`src/rtl/alu_seq.sv`:
```
// Multi-cycle RV32 execute unit: single-cycle ALU ops plus iterative MUL/DIV.
// Define ALU_SEQ_MULDIV_EN to build the M-extension datapath (ops 10-15).
module alu_seq #(
    parameter int XLEN = 32
) (
    input  logic            clk,
    input  logic            rst_n,
    input  logic            in_valid,
    output logic            in_ready,
    input  logic [3:0]      op,
    input  logic [XLEN-1:0] a,
    input  logic [XLEN-1:0] b,
    output logic            out_valid,
    input  logic            out_ready,
    output logic [XLEN-1:0] result,
    output logic            zero,
    output logic            illegal
);

    localparam int SHW = $clog2(XLEN);

    localparam logic [3:0] OP_ADD  = 4'd0;
    localparam logic [3:0] OP_SUB  = 4'd1;
    localparam logic [3:0] OP_SRA  = 4'd2;
    localparam logic [3:0] OP_SLL  = 4'd3;
    localparam logic [3:0] OP_SRL  = 4'd4;
    localparam logic [3:0] OP_AND  = 4'd5;
    localparam logic [3:0] OP_OR   = 4'd6;
    localparam logic [3:0] OP_SLT  = 4'd7;
    localparam logic [3:0] OP_SLTU = 4'd8;
    localparam logic [3:0] OP_XOR  = 4'd9;
    localparam logic [3:0] OP_MUL  = 4'd10;
    localparam logic [3:0] OP_MULH = 4'd11;
    localparam logic [3:0] OP_DIV  = 4'd12;
    localparam logic [3:0] OP_DIVU = 4'd13;
    localparam logic [3:0] OP_REM  = 4'd14;
    localparam logic [3:0] OP_REMU = 4'd15;

    typedef enum logic [1:0] {
        IDLE = 2'd0,
        BUSY = 2'd1,
        DONE = 2'd2
    } state_t;

    state_t          state, state_d;
    logic [XLEN-1:0] res_q, res_d;
    logic            zero_q, zero_d;
    logic            ill_q, ill_d;
    logic [XLEN-1:0] simple_res;
    logic [SHW-1:0]  shamt;
    logic            is_md;

    assign shamt = b[SHW-1:0];
    assign is_md = (op >= OP_MUL);

    always_comb begin
        simple_res = '0;
        unique case (op)
            OP_ADD:  simple_res = a + b;
            OP_SUB:  simple_res = a - b;
            OP_SRA:  simple_res = XLEN'($signed(a) >>> shamt);
            OP_SLL:  simple_res = a << shamt;
            OP_SRL:  simple_res = a >> shamt;
            OP_AND:  simple_res = a & b;
            OP_OR:   simple_res = a | b;
            OP_SLT:  simple_res = {{(XLEN-1){1'b0}}, $signed(a) < $signed(b)};
            OP_SLTU: simple_res = {{(XLEN-1){1'b0}}, a < b};
            OP_XOR:  simple_res = a ^ b;
            default: simple_res = '0;
        endcase
    end

`ifdef ALU_SEQ_MULDIV_EN
    // hi/lo/mc hold product-acc/multiplier/multiplicand or rem/quot/divisor
    logic [XLEN-1:0]   hi, hi_d, lo, lo_d, mc, mc_d;
    logic [SHW-1:0]    cnt, cnt_d;
    logic [3:0]        op_q, op_qd;
    logic              neg, neg_d;
    logic [XLEN-1:0]   hi_s, lo_s;
    logic [XLEN:0]     msum;
    logic [XLEN-1:0]   rem_sh;
    logic              ge;
    logic [2*XLEN-1:0] prod, prod_f;
    logic [XLEN-1:0]   md_res;
    logic [XLEN-1:0]   abs_a, abs_b;
    logic              sa, sb, is_mul;

    assign sa    = a[XLEN-1];
    assign sb    = b[XLEN-1];
    assign abs_a = sa ? -a : a;
    assign abs_b = sb ? -b : b;
    assign is_mul = (op_q == OP_MUL) || (op_q == OP_MULH);

    always_comb begin
        msum   = {1'b0, hi} + (lo[0] ? {1'b0, mc} : '0);
        rem_sh = {hi[XLEN-2:0], lo[XLEN-1]};
        ge     = ({hi[XLEN-1], rem_sh} >= {1'b0, mc});
        if (is_mul) begin
            hi_s = msum[XLEN:1];
            lo_s = {msum[0], lo[XLEN-1:1]};
        end else if (ge) begin
            hi_s = rem_sh - mc;
            lo_s = {lo[XLEN-2:0], 1'b1};
        end else begin
            hi_s = rem_sh;
            lo_s = {lo[XLEN-2:0], 1'b0};
        end
    end

    always_comb begin
        prod   = {hi_s, lo_s};
        prod_f = neg ? -prod : prod;
        md_res = '0;
        unique case (op_q)
            OP_MUL:          md_res = prod_f[XLEN-1:0];
            OP_MULH:         md_res = prod_f[2*XLEN-1:XLEN];
            OP_DIV, OP_DIVU: md_res = neg ? -lo_s : lo_s;
            OP_REM, OP_REMU: md_res = neg ? -hi_s : hi_s;
            default:         md_res = '0;
        endcase
    end
`endif

    always_comb begin
        state_d = state;
        res_d   = res_q;
        zero_d  = zero_q;
        ill_d   = ill_q;
`ifdef ALU_SEQ_MULDIV_EN
        hi_d  = hi;
        lo_d  = lo;
        mc_d  = mc;
        cnt_d = cnt;
        op_qd = op_q;
        neg_d = neg;
`endif
        unique case (state)
            IDLE: begin
                if (in_valid) begin
                    if (is_md) begin
`ifdef ALU_SEQ_MULDIV_EN
                        state_d = BUSY;
                        cnt_d   = SHW'(XLEN-1);
                        op_qd   = op;
                        hi_d    = '0;
                        unique case (op)
                            OP_MUL: begin
                                mc_d  = a;
                                lo_d  = b;
                                neg_d = 1'b0;
                            end
                            OP_MULH: begin
                                mc_d  = abs_a;
                                lo_d  = abs_b;
                                neg_d = sa ^ sb;
                            end
                            OP_DIV: begin
                                lo_d  = abs_a;
                                mc_d  = abs_b;
                                neg_d = (sa ^ sb) && (b != '0);
                            end
                            OP_REM: begin
                                lo_d  = abs_a;
                                mc_d  = abs_b;
                                neg_d = sa;
                            end
                            default: begin
                                lo_d  = a;
                                mc_d  = b;
                                neg_d = 1'b0;
                            end
                        endcase
`else
                        state_d = DONE;
                        res_d   = '0;
                        zero_d  = 1'b1;
                        ill_d   = 1'b1;
`endif
                    end else begin
                        state_d = DONE;
                        res_d   = simple_res;
                        zero_d  = (simple_res == '0);
                        ill_d   = 1'b0;
                    end
                end
            end
            BUSY: begin
`ifdef ALU_SEQ_MULDIV_EN
                hi_d  = hi_s;
                lo_d  = lo_s;
                cnt_d = cnt - 1'b1;
                if (cnt == '0) begin
                    state_d = DONE;
                    res_d   = md_res;
                    zero_d  = (md_res == '0);
                    ill_d   = 1'b0;
                end
`else
                state_d = IDLE;
`endif
            end
            DONE: begin
                if (out_ready) state_d = IDLE;
            end
            default: state_d = IDLE;
        endcase
    end

    always_ff @(posedge clk) begin
        if (!rst_n) begin
            state  <= IDLE;
            res_q  <= '0;
            zero_q <= 1'b1;
            ill_q  <= 1'b0;
        end else begin
            state  <= state_d;
            res_q  <= res_d;
            zero_q <= zero_d;
            ill_q  <= ill_d;
        end
    end

`ifdef ALU_SEQ_MULDIV_EN
    always_ff @(posedge clk) begin
        if (!rst_n) begin
            hi   <= '0;
            lo   <= '0;
            mc   <= '0;
            cnt  <= '0;
            op_q <= '0;
            neg  <= 1'b0;
        end else begin
            hi   <= hi_d;
            lo   <= lo_d;
            mc   <= mc_d;
            cnt  <= cnt_d;
            op_q <= op_qd;
            neg  <= neg_d;
        end
    end
`endif

    assign in_ready  = (state == IDLE);
    assign out_valid = (state == DONE);
    assign result    = res_q;
    assign zero      = zero_q;
    assign illegal   = ill_q;

endmodule
```
`config.mk`:
```
export PLATFORM = sky130hd
export DESIGN_NAME = alu_seq
export DESIGN_NICKNAME = d
export VERILOG_FILES = /design/src/rtl/alu_seq.sv
export SDC_FILE = /design/constraint.sdc
export NUM_CORES = 1
export LEC_CHECK = 0
export CORE_MARGIN = 1
export CORE_UTILIZATION = 55
export CTS_CLUSTER_SIZE = 24
export DETAILED_ROUTE_END_ITERATION = 16
export PLACE_DENSITY = 0.8
export SETUP_SLACK_MARGIN = 0.05
export SKIP_CTS_REPAIR_TIMING = 1
export SYNTH_ARGS = -nofsm -noshare
export SYNTH_HDL_FRONTEND = slang
export SYNTH_SLANG_ARGS = --single-unit
```
`constraint.sdc`:
```
create_clock -name clk -period 3.85 [get_ports clk]
set_input_delay 0.385 -clock clk [delete_from_list [all_inputs] [get_ports clk]]
set_output_delay 0.385 -clock clk [all_outputs]
set_load 0.02 [all_outputs]
```
==> results of run 1 <==
-- Yosys cell counts (17+ instances only) --
library cell | count | area, sq um
mux2i_1 | 59 | 591
nor4_1 | 18 | 113
ha_1 | 100 | 1250
a21oi_1 | 113 | 566
nor3_1 | 40 | 200
nand2_1 | 149 | 559
nand2b_1 | 18 | 113
o22ai_1 | 25 | 156
clkbuf_1 | 73 | 274
buf_2 | 23 | 115
nor2_1 | 163 | 612
o21ai_0 | 71 | 355
mux4_2 | 36 | 811
o211ai_1 | 36 | 270
nand3_1 | 34 | 170
nor2b_1 | 19 | 119
dfxtp_1 | 35 | 701
mux2_2 | 17 | 191
inv_1 | 103 | 387
a211oi_1 | 35 | 263
-- logic make-up after synthesis --
logic type               after synthesis  share of synthesized area (%)
flip-flops                            35                           6.40
AO/OA/AOI/OAI                        494                           31.6
XOR/XNOR                              12                          0.960
AND/OR/NAND/NOR                      515                           22.3
buffers and inverters                220                           8.78
adder cells (fa/ha/maj)              102                           11.8
multiplexers                         135                           18.2
-- through the flow --
step,util (%),hold WS [ns]
after detailed placement,81.1,0.448
after floorplan,-,0.484
after CTS,82.0,0.457
after global placement,81.1,0.441
-- metal layers --
layer,overflow,GRT usage [%]
met1,0,71.6
met2,1,87.7
met3,0,48.4
met4,3,66.1
met5,0,3.51
==> impl_metrics.tcl, run 1 <==
set metrics [dict create \
    status "aborted with a tool error" \
    lastStage "5_1_grt" \
    error "[ERROR GRT-0232] Routing congestion too high. Check the congestion heatmap in the GUI." \
    initial_core_util_pct 56.2 \
    synth-seq-cells 35 \
    dp_worst_setup_slack_ns -0.758 \
    cts_sinks 35 \
    yosysSeqAreaShare_pct 6.40 \
    io_pins 108 \
    dp_hpwl_microns 47100 \
    num_rows 51 \
    synth_ff_type "dfxtp_1" \
    cts_max_level 2 \
    dp.cells 2282 \
    grt_max_degree 46 \
    yosysWarningCount 0 \
    synthesis.nets 1687 \
    place_area_sq_um 15800 \
    ys_async_sr_fraction_pct 0 \
    io_buffers 107 \
    die_w_microns 143 \
    grt-ovfl-total 4 \
    clockBufferDepth 2 \
    place_congestion 1.16 \
    worstEndpointType "register input" \
    cts_made_buffers 5 \
    grt_use_total_pct 68.5 \
    clock-root-buffer "clkbuf_16" \
    avgSynthCellArea_sq_um 7.24 \
    dieHeight_microns 143 \
    worst_endpoint "zero$_SDFFE_PN1P_/D" \
    synthesis.area_sq_um 10900 \
    synth_cell_types 94 \
    synthCells 1513 \
    synth_edf_count 0 \
]
==> run 2: changes to the inputs <==
CORE_UTILIZATION = 40   (was 55)
CTS_CLUSTER_SIZE = default   (was 24)
PLACE_DENSITY = default   (was 0.8)
PLACE_DENSITY_LB_ADDON = 0.15   (was default)
SETUP_SLACK_MARGIN = default   (was 0.05)
clock period = 5 ns   (was 3.85 ns; I/O delays follow)
==> run 2 against run 1 <==
The flow now finishes without violations. Synthesized cell count is the same. Synthesized area unchanged.
==> impl_metrics.tcl, run 2 <==
set metrics [dict create \
    status "completed" \
    fin_nets 1806 \
    hold_viol 0 \
    initial_core_util_pct 40.7 \
    skew_ns 0.00863 \
    synthesis.nets 1687 \
    cts_tree "done" \
    clockBufferDepth 2 \
    yosysWarningCount 0 \
    grt_use_total_pct 39.8 \
    area_delta_synth_final_pct 18.6 \
    post_drt_wl_per_cell_microns 28.9 \
    tightest_slew_ns 1.22 \
    ant_nets 0 \
    post-route-drc-count 0 \
    wl_microns 57000 \
    via_count 13500 \
    required_ns 5.23 \
    synthesis.area_sq_um 10900 \
    setup_violations 0 \
    relSlewSlack_pct 18.3 \
    io_buffers 107 \
    largest_register_ff_count 32 \
    grt_pass1_wl_microns 83500 \
    synth_ff_type "dfxtp_1" \
    dieHeight_microns 167 \
    timing.hold.ws_ns 0.456 \
    synth_edf_count 0 \
    grt-ovfl-total 0 \
    num_rows 60 \
    place_area_sq_um 12800 \
    cp_top_family "compound AO/OA/AOI/OAI gates" \
    synth.top_cell.area_share_pct 11.4 \
    cp-end-kind "flop" \
    synthCells 1513 \
    finalCriticalPeriod_ns 4.56 \
    synth_top_area_cell "ha_1" \
    critPathMaxStageDelay_ns 0.60 \
    clk_pin_slew_ns 0.06 \
    ir_worst_vdd_mv 0.140 \
    tns_ns 0 \
    yosysSeqAreaShare_pct 6.40 \
    worstPathCellList "buf_2 > inv_1 > ha_1 > a21oi_1 > nor2_1 > o21ai_0 > a21oi_1 > a221o_1 > a2111oi_0 > buf_4 > o2111ai_1 > nor4_1 > buf_4 > nand4bb_1 > nor4b_2 > a31o_1" \
    cellPowerDensity_nw_per_um2 162 \
    crit_buf_inv 4 \
    final_cell_area_sq_um 13000 \
    die_area_sq_um 28000 \
    final_common_cell "nor2_1" \
    drv_slew 0 \
    clock-root-buffer "clkbuf_16" \
    ys_async_sr_fraction_pct 0 \
    cts_max_level 2 \
    synth_cell_types 94 \
    rsz0062_at_grt "no" \
    avgSynthCellArea_sq_um 7.24 \
    clock_latency_ns 0.28 \
    cp_slowest_cell "a2111oi_0" \
    die_w_microns 167 \
    synth-seq-cells 35 \
    arrival_ns 4.79 \
    rr_worst_depth 12 \
    most-common-layout-cells "163 x nor2_1, 149 x nand2_1, 118 x buf_4, 113 x a21oi_1" \
    drt-initial-drc-count 2095 \
    dp_hpwl_microns 45600 \
    worst-path-stages 16 \
    cts_sinks 35 \
    via_per_inst 6.84 \
    num_antenna_cells 0 \
    final_util_pct 48.3 \
    max_freq_mhz 219 \
    hold_class "flop to flop" \
    grt_max_degree 49 \
    seq_area_sq_um 701 \
    place_congestion 1.03 \
    post-route-period-util_pct 91.2 \
    coreArea_sq_um 26900 \
    cts_made_buffers 5 \
    cp_max_fo 20 \
    synthTopCellsByCount "163 x nor2_1, 149 x nand2_1, 113 x a21oi_1" \
    drive_above_1_share_pct 13.9 \
    post-synth-top-count-cell "nor2_1" \
    multi_input_area_sq_um 9330 \
    grt_pass1_vias 12500 \
    fillers 2759 \
    synth_area_leaders "ha_1 11%, mux4_2 7.4%, dfxtp_1 6.4%" \
    antenna_found_initial 0 \
    dp_worst_setup_slack_ns 0.205 \
    power.leakage_nw 5.30 \
    min_path_cells 2 \
    worst_slack_ns 0.441 \
    io_pins 108 \
    cap_violations 0 \
    critical_path_class "input port to flop" \
    first_pass_iters 6 \
    start_kind "input port" \
]
-- run 2: final timing paths --
kind	startpoint	endpoint	slack [ns]
min	result[4]	result[4]	0.46
min reg2reg	result[4]	result[4]	0.46
max reg2reg	state[1]	zero	2.28
max	b[1]	zero	0.44
-- run 2: through the flow --
stage | instances | total power, W
after floorplan | 1513 | 0.00116
after global placement | 1966 | 0.00175
after detailed placement | 1966 | 0.00175
after CTS | 1974 | 0.00206
after global routing | 1974 | 0.00220
final | 1974 | 0.00210
-- run 2: cell families after synthesis --
group | after synthesis | share of synthesized area (%)
simple gates | 515 | 22.3
compound gates | 494 | 31.6
buf+inv | 220 | 8.78
mux | 135 | 18.2
fa+ha+maj | 102 | 11.8
flops | 35 | 6.40
xor+xnor | 12 | 0.960
-- run 2: final cells by class --
type / count / area share, %
Clock buffer: 6 / 0.993
Clock inverter: 2 / 0.0964
Inverter: 105 / 3.04
Multi-Input combinational cell: 1258 / 71.8
Sequential cell: 35 / 5.40
Tap cell: 341 / 3.29
Timing Repair Buffer: 227 / 15.3
-- run 2: routing by layer --
metal / vias up / GRT usage [%] / part of all wire [%]
met2: 928 / 59.9 / 42
met3: 136 / 8.44 / 11
li1: 5955 / - / -
met1: 6478 / 54.5 / 42
met5: - / 0 / 0
met4: 0 / 16.8 / 4.8
-- run 2: power by group --
part	switching (W)	internal, W
Clock	0.000123	0.000184
Combinational	0.000916	0.000561
Sequential	0.0000139	0.000304
Total	0.00105	0.00105
-- run 2: worst min-delay path, cell delays in order, from the launching register on --
cell and delay [ns]:
dfxtp_1 0.31, nand2_1 0.05, a21oi_1 0.05
Note: power is estimated with default switching activity, not from simulation.
